==> config.mk <==
export PLATFORM = sky130hd
export DESIGN_NAME = cla_mp_seq_flat
export DESIGN_NICKNAME = d
export VERILOG_FILES = /design/src/rtl/cla_mp_seq_if.sv /design/src/rtl/cla_mp_seq.sv /design/src/flat_wrapper.sv
export SDC_FILE = /design/constraint.sdc
export NUM_CORES = 1
export LEC_CHECK = 0
export CORE_UTILIZATION = 31
export CTS_BUF_LIST = sky130_fd_sc_hd__clkbuf_8
export DETAILED_ROUTE_END_ITERATION = 10
export GPL_ROUTABILITY_DRIVEN = 0
export GPL_TIMING_DRIVEN = 0
export PLACE_DENSITY_LB_ADDON = 0.3
export SLEW_MARGIN = 30
export SYNTH_ARGS = -nofsm -noshare
export SYNTH_HDL_FRONTEND = slang
export SYNTH_SLANG_ARGS = --single-unit
==> constraint.sdc <==
create_clock -name clk -period 7 [get_ports clk]
set_input_delay 1.4 -clock clk [delete_from_list [all_inputs] [get_ports clk]]
set_output_delay 1.4 -clock clk [all_outputs]
set_load 0.005 [all_outputs]
==> src/rtl/cla_mp_seq_if.sv <==
// Handshake and data bundle for the multi-precision add/subtract sequencer.
// The request side carries the operand pair and op_sub. The response side
// carries result, carry and overflow. busy is exported alongside them.
interface cla_mp_seq_if #(
   parameter int WORDS = 4
);
   localparam int W = 10 * WORDS;

   logic         in_valid;
   logic         in_ready;
   logic         op_sub;
   logic [W-1:0] opa;
   logic [W-1:0] opb;
   logic         out_valid;
   logic         out_ready;
   logic [W-1:0] result;
   logic         carry_out;
   logic         overflow;
   logic         busy;

   // Producer/consumer side (drives requests, accepts results)
   modport master (
      output in_valid, op_sub, opa, opb, out_ready,
      input  in_ready, out_valid, result, carry_out, overflow, busy
   );

   // Sequencer side
   modport slave (
      input  in_valid, op_sub, opa, opb, out_ready,
      output in_ready, out_valid, result, carry_out, overflow, busy
   );
endinterface

==> src/rtl/cla_mp_seq.sv <==
// Multi-precision add/subtract sequencer. A single 10-bit carry-lookahead
// slice is reused once per word, least-significant word first. Each word's
// carry-out is chained into the next word's carry-in. Subtraction is
// A + ~B + 1: B is inverted when it is latched, and op_sub seeds word 0's
// carry-in.
module cla_mp_seq #(
   parameter int WORDS = 4
) (
   input  logic         clk,
   input  logic         rst_n,
   cla_mp_seq_if.slave  bus
);
   localparam int W  = 10 * WORDS;
   localparam int KW = (WORDS > 1) ? $clog2(WORDS) : 1;
   localparam logic [KW-1:0] K_LAST = KW'(WORDS - 1);

   typedef enum logic [1:0] {IDLE, RUN, DONE} state_t;

   state_t        state;
   logic [KW-1:0] k;
   logic          carry_reg;
   logic [W-1:0]  a_reg;
   logic [W-1:0]  b_reg;
   logic          sub_reg;
   logic [W-1:0]  res_reg;
   logic          cout_reg;
   logic          ovf_reg;
   logic          in_ready_reg;
   logic          out_valid_reg;
   logic          busy_reg;

   logic [9:0]    slice_a;
   logic [9:0]    slice_b;
   logic          slice_cin;
   logic [9:0]    slice_sum;
   logic          slice_cout;

   // 10-bit carry-lookahead adder. Each carry is built as a flat
   // sum-of-products of generate/propagate terms rather than a ripple chain.
   // The result is {cout, sum}.
   function automatic logic [10:0] cla10(input logic [9:0] a,
                                         input logic [9:0] b,
                                         input logic       cin);
      logic [9:0]  g;
      logic [9:0]  p;
      logic [10:0] c;
      logic        term;
      g    = a & b;
      p    = a ^ b;
      c    = '0;
      c[0] = cin;
      for (int i = 0; i < 10; i++) begin
         // carry into bit i+1: any g[j] propagated through p[j+1..i], or cin through p[0..i]
         term = cin;
         for (int m = 0; m <= i; m++) term = term & p[m];
         c[i+1] = term;
         for (int j = 0; j <= i; j++) begin
            term = g[j];
            for (int m = j + 1; m <= i; m++) term = term & p[m];
            c[i+1] = c[i+1] | term;
         end
      end
      return {c[10], p ^ c[9:0]};
   endfunction

   // Select word k of both latched operands and feed the shared slice
   always_comb begin
      slice_a   = a_reg[10*int'(k) +: 10];
      slice_b   = b_reg[10*int'(k) +: 10];
      slice_cin = (k == '0) ? sub_reg : carry_reg;
      {slice_cout, slice_sum} = cla10(slice_a, slice_b, slice_cin);
   end

   // Capture operands on accept; B is pre-inverted for subtraction
   always_ff @(posedge clk) begin
      if (state == IDLE && bus.in_valid) begin
         a_reg   <= bus.opa;
         b_reg   <= bus.opb ^ {W{bus.op_sub}};
         sub_reg <= bus.op_sub;
      end
   end

   // Control FSM: accept, walk the words, then hold the result until taken
   always_ff @(posedge clk or negedge rst_n) begin
      if (!rst_n) begin
         state         <= IDLE;
         k             <= '0;
         carry_reg     <= 1'b0;
         res_reg       <= '0;
         cout_reg      <= 1'b0;
         ovf_reg       <= 1'b0;
         in_ready_reg  <= 1'b1;
         out_valid_reg <= 1'b0;
         busy_reg      <= 1'b0;
      end else begin
         case (state)
            IDLE: begin
               if (bus.in_valid && in_ready_reg) begin
                  k            <= '0;
                  state        <= RUN;
                  in_ready_reg <= 1'b0;
                  busy_reg     <= 1'b1;
               end
            end
            RUN: begin
               res_reg[10*int'(k) +: 10] <= slice_sum;
               carry_reg <= slice_cout;
               k         <= k + KW'(1);
               if (k == K_LAST) begin
                  // slice_a/slice_b are the top word here, so bit 9 is the sign bit
                  cout_reg      <= slice_cout;
                  ovf_reg       <= slice_a[9] ^ slice_b[9] ^ slice_sum[9] ^ slice_cout;
                  state         <= DONE;
                  out_valid_reg <= 1'b1;
               end
            end
            DONE: begin
               if (bus.out_ready) begin
                  state         <= IDLE;
                  out_valid_reg <= 1'b0;
                  busy_reg      <= 1'b0;
                  in_ready_reg  <= 1'b1;
               end
            end
            default: begin
               state         <= IDLE;
               in_ready_reg  <= 1'b1;
               out_valid_reg <= 1'b0;
               busy_reg      <= 1'b0;
            end
         endcase
      end
   end

   assign bus.in_ready  = in_ready_reg;
   assign bus.out_valid = out_valid_reg;
   assign bus.busy      = busy_reg;
   assign bus.result    = res_reg;
   assign bus.carry_out = cout_reg;
   assign bus.overflow  = ovf_reg;

endmodule

==> src/flat_wrapper.sv <==
// flat-port wrapper written by rule: the top's interface ports become plain ports
module cla_mp_seq_flat 
#(
   parameter int WORDS = 4
)
  (clk, rst_n, bus_in_valid, bus_op_sub, bus_opa, bus_opb, bus_out_ready, bus_in_ready, bus_out_valid, bus_result, bus_carry_out, bus_overflow, bus_busy);
  cla_mp_seq_if #(.WORDS(WORDS)) bus_i ();
  input  logic clk;
  input  logic rst_n;
  input wire logic [$bits(bus_i.in_valid)-1:0] bus_in_valid;
  input wire logic [$bits(bus_i.op_sub)-1:0] bus_op_sub;
  input wire logic [$bits(bus_i.opa)-1:0] bus_opa;
  input wire logic [$bits(bus_i.opb)-1:0] bus_opb;
  input wire logic [$bits(bus_i.out_ready)-1:0] bus_out_ready;
  output wire logic [$bits(bus_i.in_ready)-1:0] bus_in_ready;
  output wire logic [$bits(bus_i.out_valid)-1:0] bus_out_valid;
  output wire logic [$bits(bus_i.result)-1:0] bus_result;
  output wire logic [$bits(bus_i.carry_out)-1:0] bus_carry_out;
  output wire logic [$bits(bus_i.overflow)-1:0] bus_overflow;
  output wire logic [$bits(bus_i.busy)-1:0] bus_busy;
  assign bus_i.in_valid = bus_in_valid;
  assign bus_i.op_sub = bus_op_sub;
  assign bus_i.opa = bus_opa;
  assign bus_i.opb = bus_opb;
  assign bus_i.out_ready = bus_out_ready;
  assign bus_in_ready = bus_i.in_ready;
  assign bus_out_valid = bus_i.out_valid;
  assign bus_result = bus_i.result;
  assign bus_carry_out = bus_i.carry_out;
  assign bus_overflow = bus_i.overflow;
  assign bus_busy = bus_i.busy;
  cla_mp_seq #(.WORDS(WORDS)) u_core (.clk(clk), .rst_n(rst_n), .bus(bus_i));
endmodule
* Yosys cells after proc, flatten, opt, wreduce, memory -nomap -nowiden *
Cells that the tools add are included.

storage, ports and cells
  input bits = 85
  bits in registers = 131
  logic and storage cells = 170

operators by class
  multiply operators = 1
  multiplexer cells = 16
  reductions and logical operators = 10
  bitwise gates (word level) = 119
  add/sub/neg operators = 2
  eq/ne operators = 6
  shift-type cells = 4

operators with widths
  operator                                                 count
  AND 1 bit                                                55
  OR 1 bit                                                 55
  bitwise mux 40 bit                                       1
  variable shift 10 x 33 -> 40 bit (first input constant)  1
  variable part select 10 x 33 -> 40 bit                   1
  variable part select 40 x 32 -> 10 bit                   1
  variable part select 40 x 7 -> 10 bit                    1
  bitwise XOR 40 bit                                       1
  negator 32 -> 33 bit                                     1
  bitwise XOR 10 bit                                       2
  AND 10 bit                                               1
  one-hot mux 1 bit (3 select lines)                       3
  AND reduction 3 bit                                      3
  2-to-1 mux 2 bit                                         4
  2-to-1 mux 1 bit                                         6
  one-hot mux 2 bit (3 select lines)                       1
  multiplier 3 x 2 -> 5 bit (first input constant)         1
  == test 2 bit (second input constant)                    2
  logical NOT 2 bit                                        2
  inequality test 2 bit (second input constant)            2
  one-hot mux 2 bit (2 select lines)                       1
  AND reduction 2 bit                                      2
  bitwise XOR 1 bit                                        3
  adder 2 x 1 -> 2 bit (second input constant)             1
  5 further kinds                                          7

* Depth between registers and ports, before layout *
  depth after elaboration = 24
  depth in mapped cells = 15

* Worst setup path after synthesis *
No wires, ideal clock.

  kind = input to register
  start point = input bus_in_valid
  end point = register u_core.a_reg[0] (enable)
  setup time = 0.637 ns
  arrival = 7.233 ns
  path buffers = 0
  slack = -0.869 ns
  cell stages on the path = 1
  path through = nor3b_1

between the ends
  longest elaborated chain between the ends = 1

RTL lines
  what                  RTL line            text
  from (decl)           flat_wrapper.sv:10  input wire logic [$bits(bus_i.in_valid)-1:0] bus_in_valid;
  logical AND 1 bit     cla_mp_seq.sv:76    if (state == IDLE && bus.in_valid) begin
  to (signal assigned)  cla_mp_seq.sv:77    a_reg <= bus.opa;
  to (decl)             cla_mp_seq.sv:22    logic [W-1:0] a_reg;

No other way between the ends.
A chain may end at the register's enable or synchronous reset.

* Worst setup path after layout *
  start point = register u_core.k[0]
  end point = register u_core.res_reg[13] (netlist: u_core.bus.result[13])

between the ends
  longest elaborated chain between the ends = 24
  elaborated cells on any way between the ends = 102

RTL lines
  what                                                                                                    RTL line                                               text
  from (decl)                                                                                             cla_mp_seq.sv:20                                       logic [KW-1:0] k;
  from (signal assigned)                                                                                  cla_mp_seq.sv:108                                      k <= k + KW'(1);
  multiplier 3 x 2 -> 5 bit                                                                               cla_mp_seq.sv:68, cla_mp_seq.sv:69, cla_mp_seq.sv:106
  variable part select 40 x 7 -> 10 bit / variable part select 40 x 32 -> 10 bit (equally long branches)  cla_mp_seq.sv:68, cla_mp_seq.sv:69
  bitwise XOR 10 bit                                                                                      cla_mp_seq.sv:49                                       p = a ^ b;
  AND 1 bit (9 in series)                                                                                 cla_mp_seq.sv:55                                       for (int m = 0; m <= i; m++) term = term & p[m];
  OR 1 bit (9 in series)                                                                                  cla_mp_seq.sv:60                                       c[i+1] = c[i+1] | term;
  bitwise XOR 10 bit                                                                                      cla_mp_seq.sv:63                                       return {c[10], p ^ c[9:0]};
  variable part select 10 x 33 -> 40 bit                                                                  cla_mp_seq.sv:106                                      res_reg[10*int'(k) +: 10] <= slice_sum;
  bitwise mux 40 bit *                                                                                    cla_mp_seq.sv:106
  to (signal, indexed assignment)                                                                         cla_mp_seq.sv:106
  to (decl)                                                                                               cla_mp_seq.sv:25                                       logic [W-1:0] res_reg;

Mark *: on every way between the ends. The rest lies on a longest branch, timed or not.

==> flow_metrics.env <==
export IMPL_ctsHoldBuffers=0
export IMPL_ys_top_cells_by_area="edfxtp_1, dfrtp_1, mux4_2"
export IMPL_post_cts_buffers=0
export IMPL_ys_ff_latch=131
export IMPL_drc_errors=0
export IMPL_reg2regPathDepth=14
export IMPL_finalWorstSetupSlack_ns=1.30
export IMPL_ys_warn_count=0
export IMPL_hold_viol_final=0
export IMPL_clockRootBuffer="clkbuf_8"
export IMPL_cts_buffer_depth=2
export IMPL_path_max_fanout=12
export IMPL_synth_cells=546
export IMPL_grt_max_degree=51
export IMPL_slowest_delay_ns=0.61
export IMPL_numClockSinks=131
export IMPL_synth_edff_count=81
export IMPL_min_to="u_core.bus.result[27]"
export IMPL_clock_latency_ns=0.44
export IMPL_fp_dieW_um=150
export IMPL_hold_path_depth=2
export IMPL_final_layout_size_suffix_gt1_frac=0.114
export IMPL_holdCritStartpoint="u_core.bus.result[27]"
export IMPL_fin_crit_sh=0.814
export IMPL_cp_common_cell="clkbuf_1"
export IMPL_grt_total_usage=0.167
export IMPL_route_vias_total=5279
export IMPL_p_total_mw=4.43
export IMPL_pwr_share_seq=0.254
export IMPL_wirelength_mm=17.9
export IMPL_rr_endpoint="u_core.bus.result[13]"
export IMPL_post_drt_wl_per_cell_um=18.1
export IMPL_ys_types=69
export IMPL_antenna_found_initial=0
export IMPL_grt_pass1_vias=5155
export IMPL_max_slew_worst_pin_slew_ns=1.01
export IMPL_via_per_inst=5.35
export IMPL_dpl_hpwl_mm=13.4
export IMPL_synth_cells_most_frequent="edfxtp_1, nand2_1, dfrtp_1"
export IMPL_area_growth_synth_to_final_pct=31.0
export IMPL_p_leak_nw=3.29
export IMPL_grt_remaining_overflow=0
export IMPL_p_sw_mw=2.09
export IMPL_maxSlewViolCount=0
export IMPL_final_util=0.418
export IMPL_critical_path_class="register to register"
export IMPL_die_y_um=150
export IMPL_relSlewSlack=0.321
export IMPL_synth_top_area_share=0.360
export IMPL_place_ws_ns=1.51
export IMPL_status="finished clean"
export IMPL_fillCellCount=2005
export IMPL_synth_async_sr_flop_share=0.382
export IMPL_start_util=0.319
export IMPL_diodes=0
export IMPL_power_frac_comb=0.607
export IMPL_placed_cells=955
export IMPL_design_die_area_mm2=0.0224
export IMPL_rrSetupSlack_ns=1.30
export IMPL_grt_pass1_wl_mm=28.0
export IMPL_layout_nets=802
export IMPL_setup_viol_count_final=0
export IMPL_slowest_stage="o221ai_1"
export IMPL_synthMostInstantiatedCell="edfxtp_1"
export IMPL_drt_first_pass_iters=5
export IMPL_htreeDepth=4
export IMPL_p_per_area_mw_per_mm2=501
export IMPL_switching_share=0.471
export IMPL_synth_fp_nets=649
export IMPL_numCtsBuffers=17
export IMPL_worstHoldPathType="register to register"
export IMPL_syn_avg_cell_area_um2=12.4
export IMPL_finalSetupTns_ns=0
export IMPL_postRouteAntennaNets=0
export IMPL_cts_tree="yes"
export IMPL_rsz0062_at_grt="no"
export IMPL_fin_skew_ns=0.0114
export IMPL_critical_path_top_delay_family="buffers and inverters"
export IMPL_cp_required_ns=7.33
export IMPL_syn_area_mm2=0.00675
export IMPL_portBuffers=129
export IMPL_crit_buf_inv=5
export IMPL_final_cells=987
export IMPL_drv_cap=0
export IMPL_synth_seq_area_share=0.546
export IMPL_clkPwrFrac=0.139
export IMPL_p_int_mw=2.35
export IMPL_path_clk_slew_ns=0.08
export IMPL_worstSetupEndpointType="register"
export IMPL_crit_chain="inv_1 -> buf_1 -> clkbuf_1 -> ha_1 -> clkbuf_1 -> clkbuf_1 -> mux2_2 -> ha_1 -> o211ai_2 -> a21oi_4 -> o211a_1 -> o221ai_1 -> o211ai_1 -> a31o_2"
export IMPL_num_rows=53
export IMPL_period_needed_ns=5.70
export IMPL_coreArea_mm2=0.0212
export IMPL_critPathArrivalTime_ns=6.03
export IMPL_fmax_mhz=176
export IMPL_reg2reg_from="u_core.k[0]"
export IMPL_ioPinCount=130
export IMPL_worst_ir_drop_vdd_uv=242
export IMPL_cts_resized=0
export IMPL_synth_top_area_cell="edfxtp_1"
export IMPL_drt_initial_drc_count=400
export IMPL_synth_flop_cell="edfxtp_1"
export IMPL_startpoint_type="register"
==> worst reg2reg max path, delay by kind of cell, from the launching register on <==
family / cells / cell delay, ns
fa+ha+maj: 2 / 0.48
buf+inv: 5 / 2.14
flops: 1 / 0.55
mux: 1 / 0.44
compound gates: 6 / 1.97
==> power groups by stage <==
stage | registers (mW) | clock network (mW) | logic [mW]
2_1_floorplan | 1.13 | 0 | 1.70
3_3_place_gp | 1.15 | 0 | 2.59
3_5_place_dp | 1.15 | 0 | 2.63
4_1_cts | 1.13 | 0.633 | 2.64
5_1_grt | 1.14 | 0.664 | 2.88
6_report | 1.13 | 0.618 | 2.69
==> worst max-delay path by stage <==
stage                       from                    end  cells past startpoint
floorplan           bus_in_valid        u_core.a_reg[0]                      1
global placement    bus_in_valid        u_core.a_reg[2]                      2
detailed placement   u_core.k[0]  u_core.bus.result[13]                     14
CTS                  u_core.k[0]  u_core.bus.result[13]                     14
global route         u_core.k[0]  u_core.bus.result[31]                     14
finish               u_core.k[0]  u_core.bus.result[13]                     14
==> cell type report <==
class                   instances  area, µm²  share of cell area
plain buffers                  32        135              0.0153
clock buffers                  17        234              0.0265
clock inverters                15        141              0.0160
inverters                      10       37.5             0.00425
multi-input cells             373       2910               0.329
flip-flops and latches        131       3680               0.417
well taps                     275        344              0.0389
repair buffers                134       1350               0.153
==> cells by family after synthesis <==
kind of cell	after synthesis	synth area share
AOI/OAI and AO/OA	132	0.149
xor gates and xnor gates	45	0.0584
adders and majority gates	18	0.0345
buffers and inverters	42	0.0254
DFF	131	0.546
muxes	28	0.0790
and+or+nand+nor	150	0.108
==> cells in the final DEF, fill, tap and decap left out, drive strengths merged, types with 3 or more instances in the layout <==
master           n
a31oi            6
o311ai           4
clkinv           9
dfrtp           49
a21o             3
mux4            20
xor2            43
nor2b            8
or2              3
or3              8
o21a             3
nand3b           3
nor2            27
inv             12
buf             20
nand4            6
nor3b            3
clkbuf          35
nand2b           7
o32ai            3
a22o             3
and3             3
o2111ai          6
nand3           14
nand2           52
o221ai           5
o21ai           28
a22oi            7
nor3             6
clkdlybuf4s50  128
a21oi           19
mux2i            6
edfxtp          81
o31ai            4
o211ai          16
a32o             6
or4              4
ha              17
and2             3
==> layer usage <==
layer,routed length (µm),track usage,vias to the layer above,share of wire
li1,-,-,2400,-
met5,0,0,-,0
met1,7820,0.225,2555,0.44
met4,534,0.0714,0,0.030
met3,1290,0.0351,43,0.072
met2,8220,0.261,281,0.46
==> through the flow <==
| stage | area (µm²) | hold slack, ns |
|---|---|---|
| 6_report | 8840 | 0.483 |
| 5_1_grt | 8840 | 0.519 |
| 4_1_cts | 8830 | 0.492 |
| 3_5_place_dp | 8460 | 0.476 |
| 3_3_place_gp | 8390 | 0.469 |
| 2_1_floorplan | 6760 | 0.473 |
(Power assumes the default switching activity.)
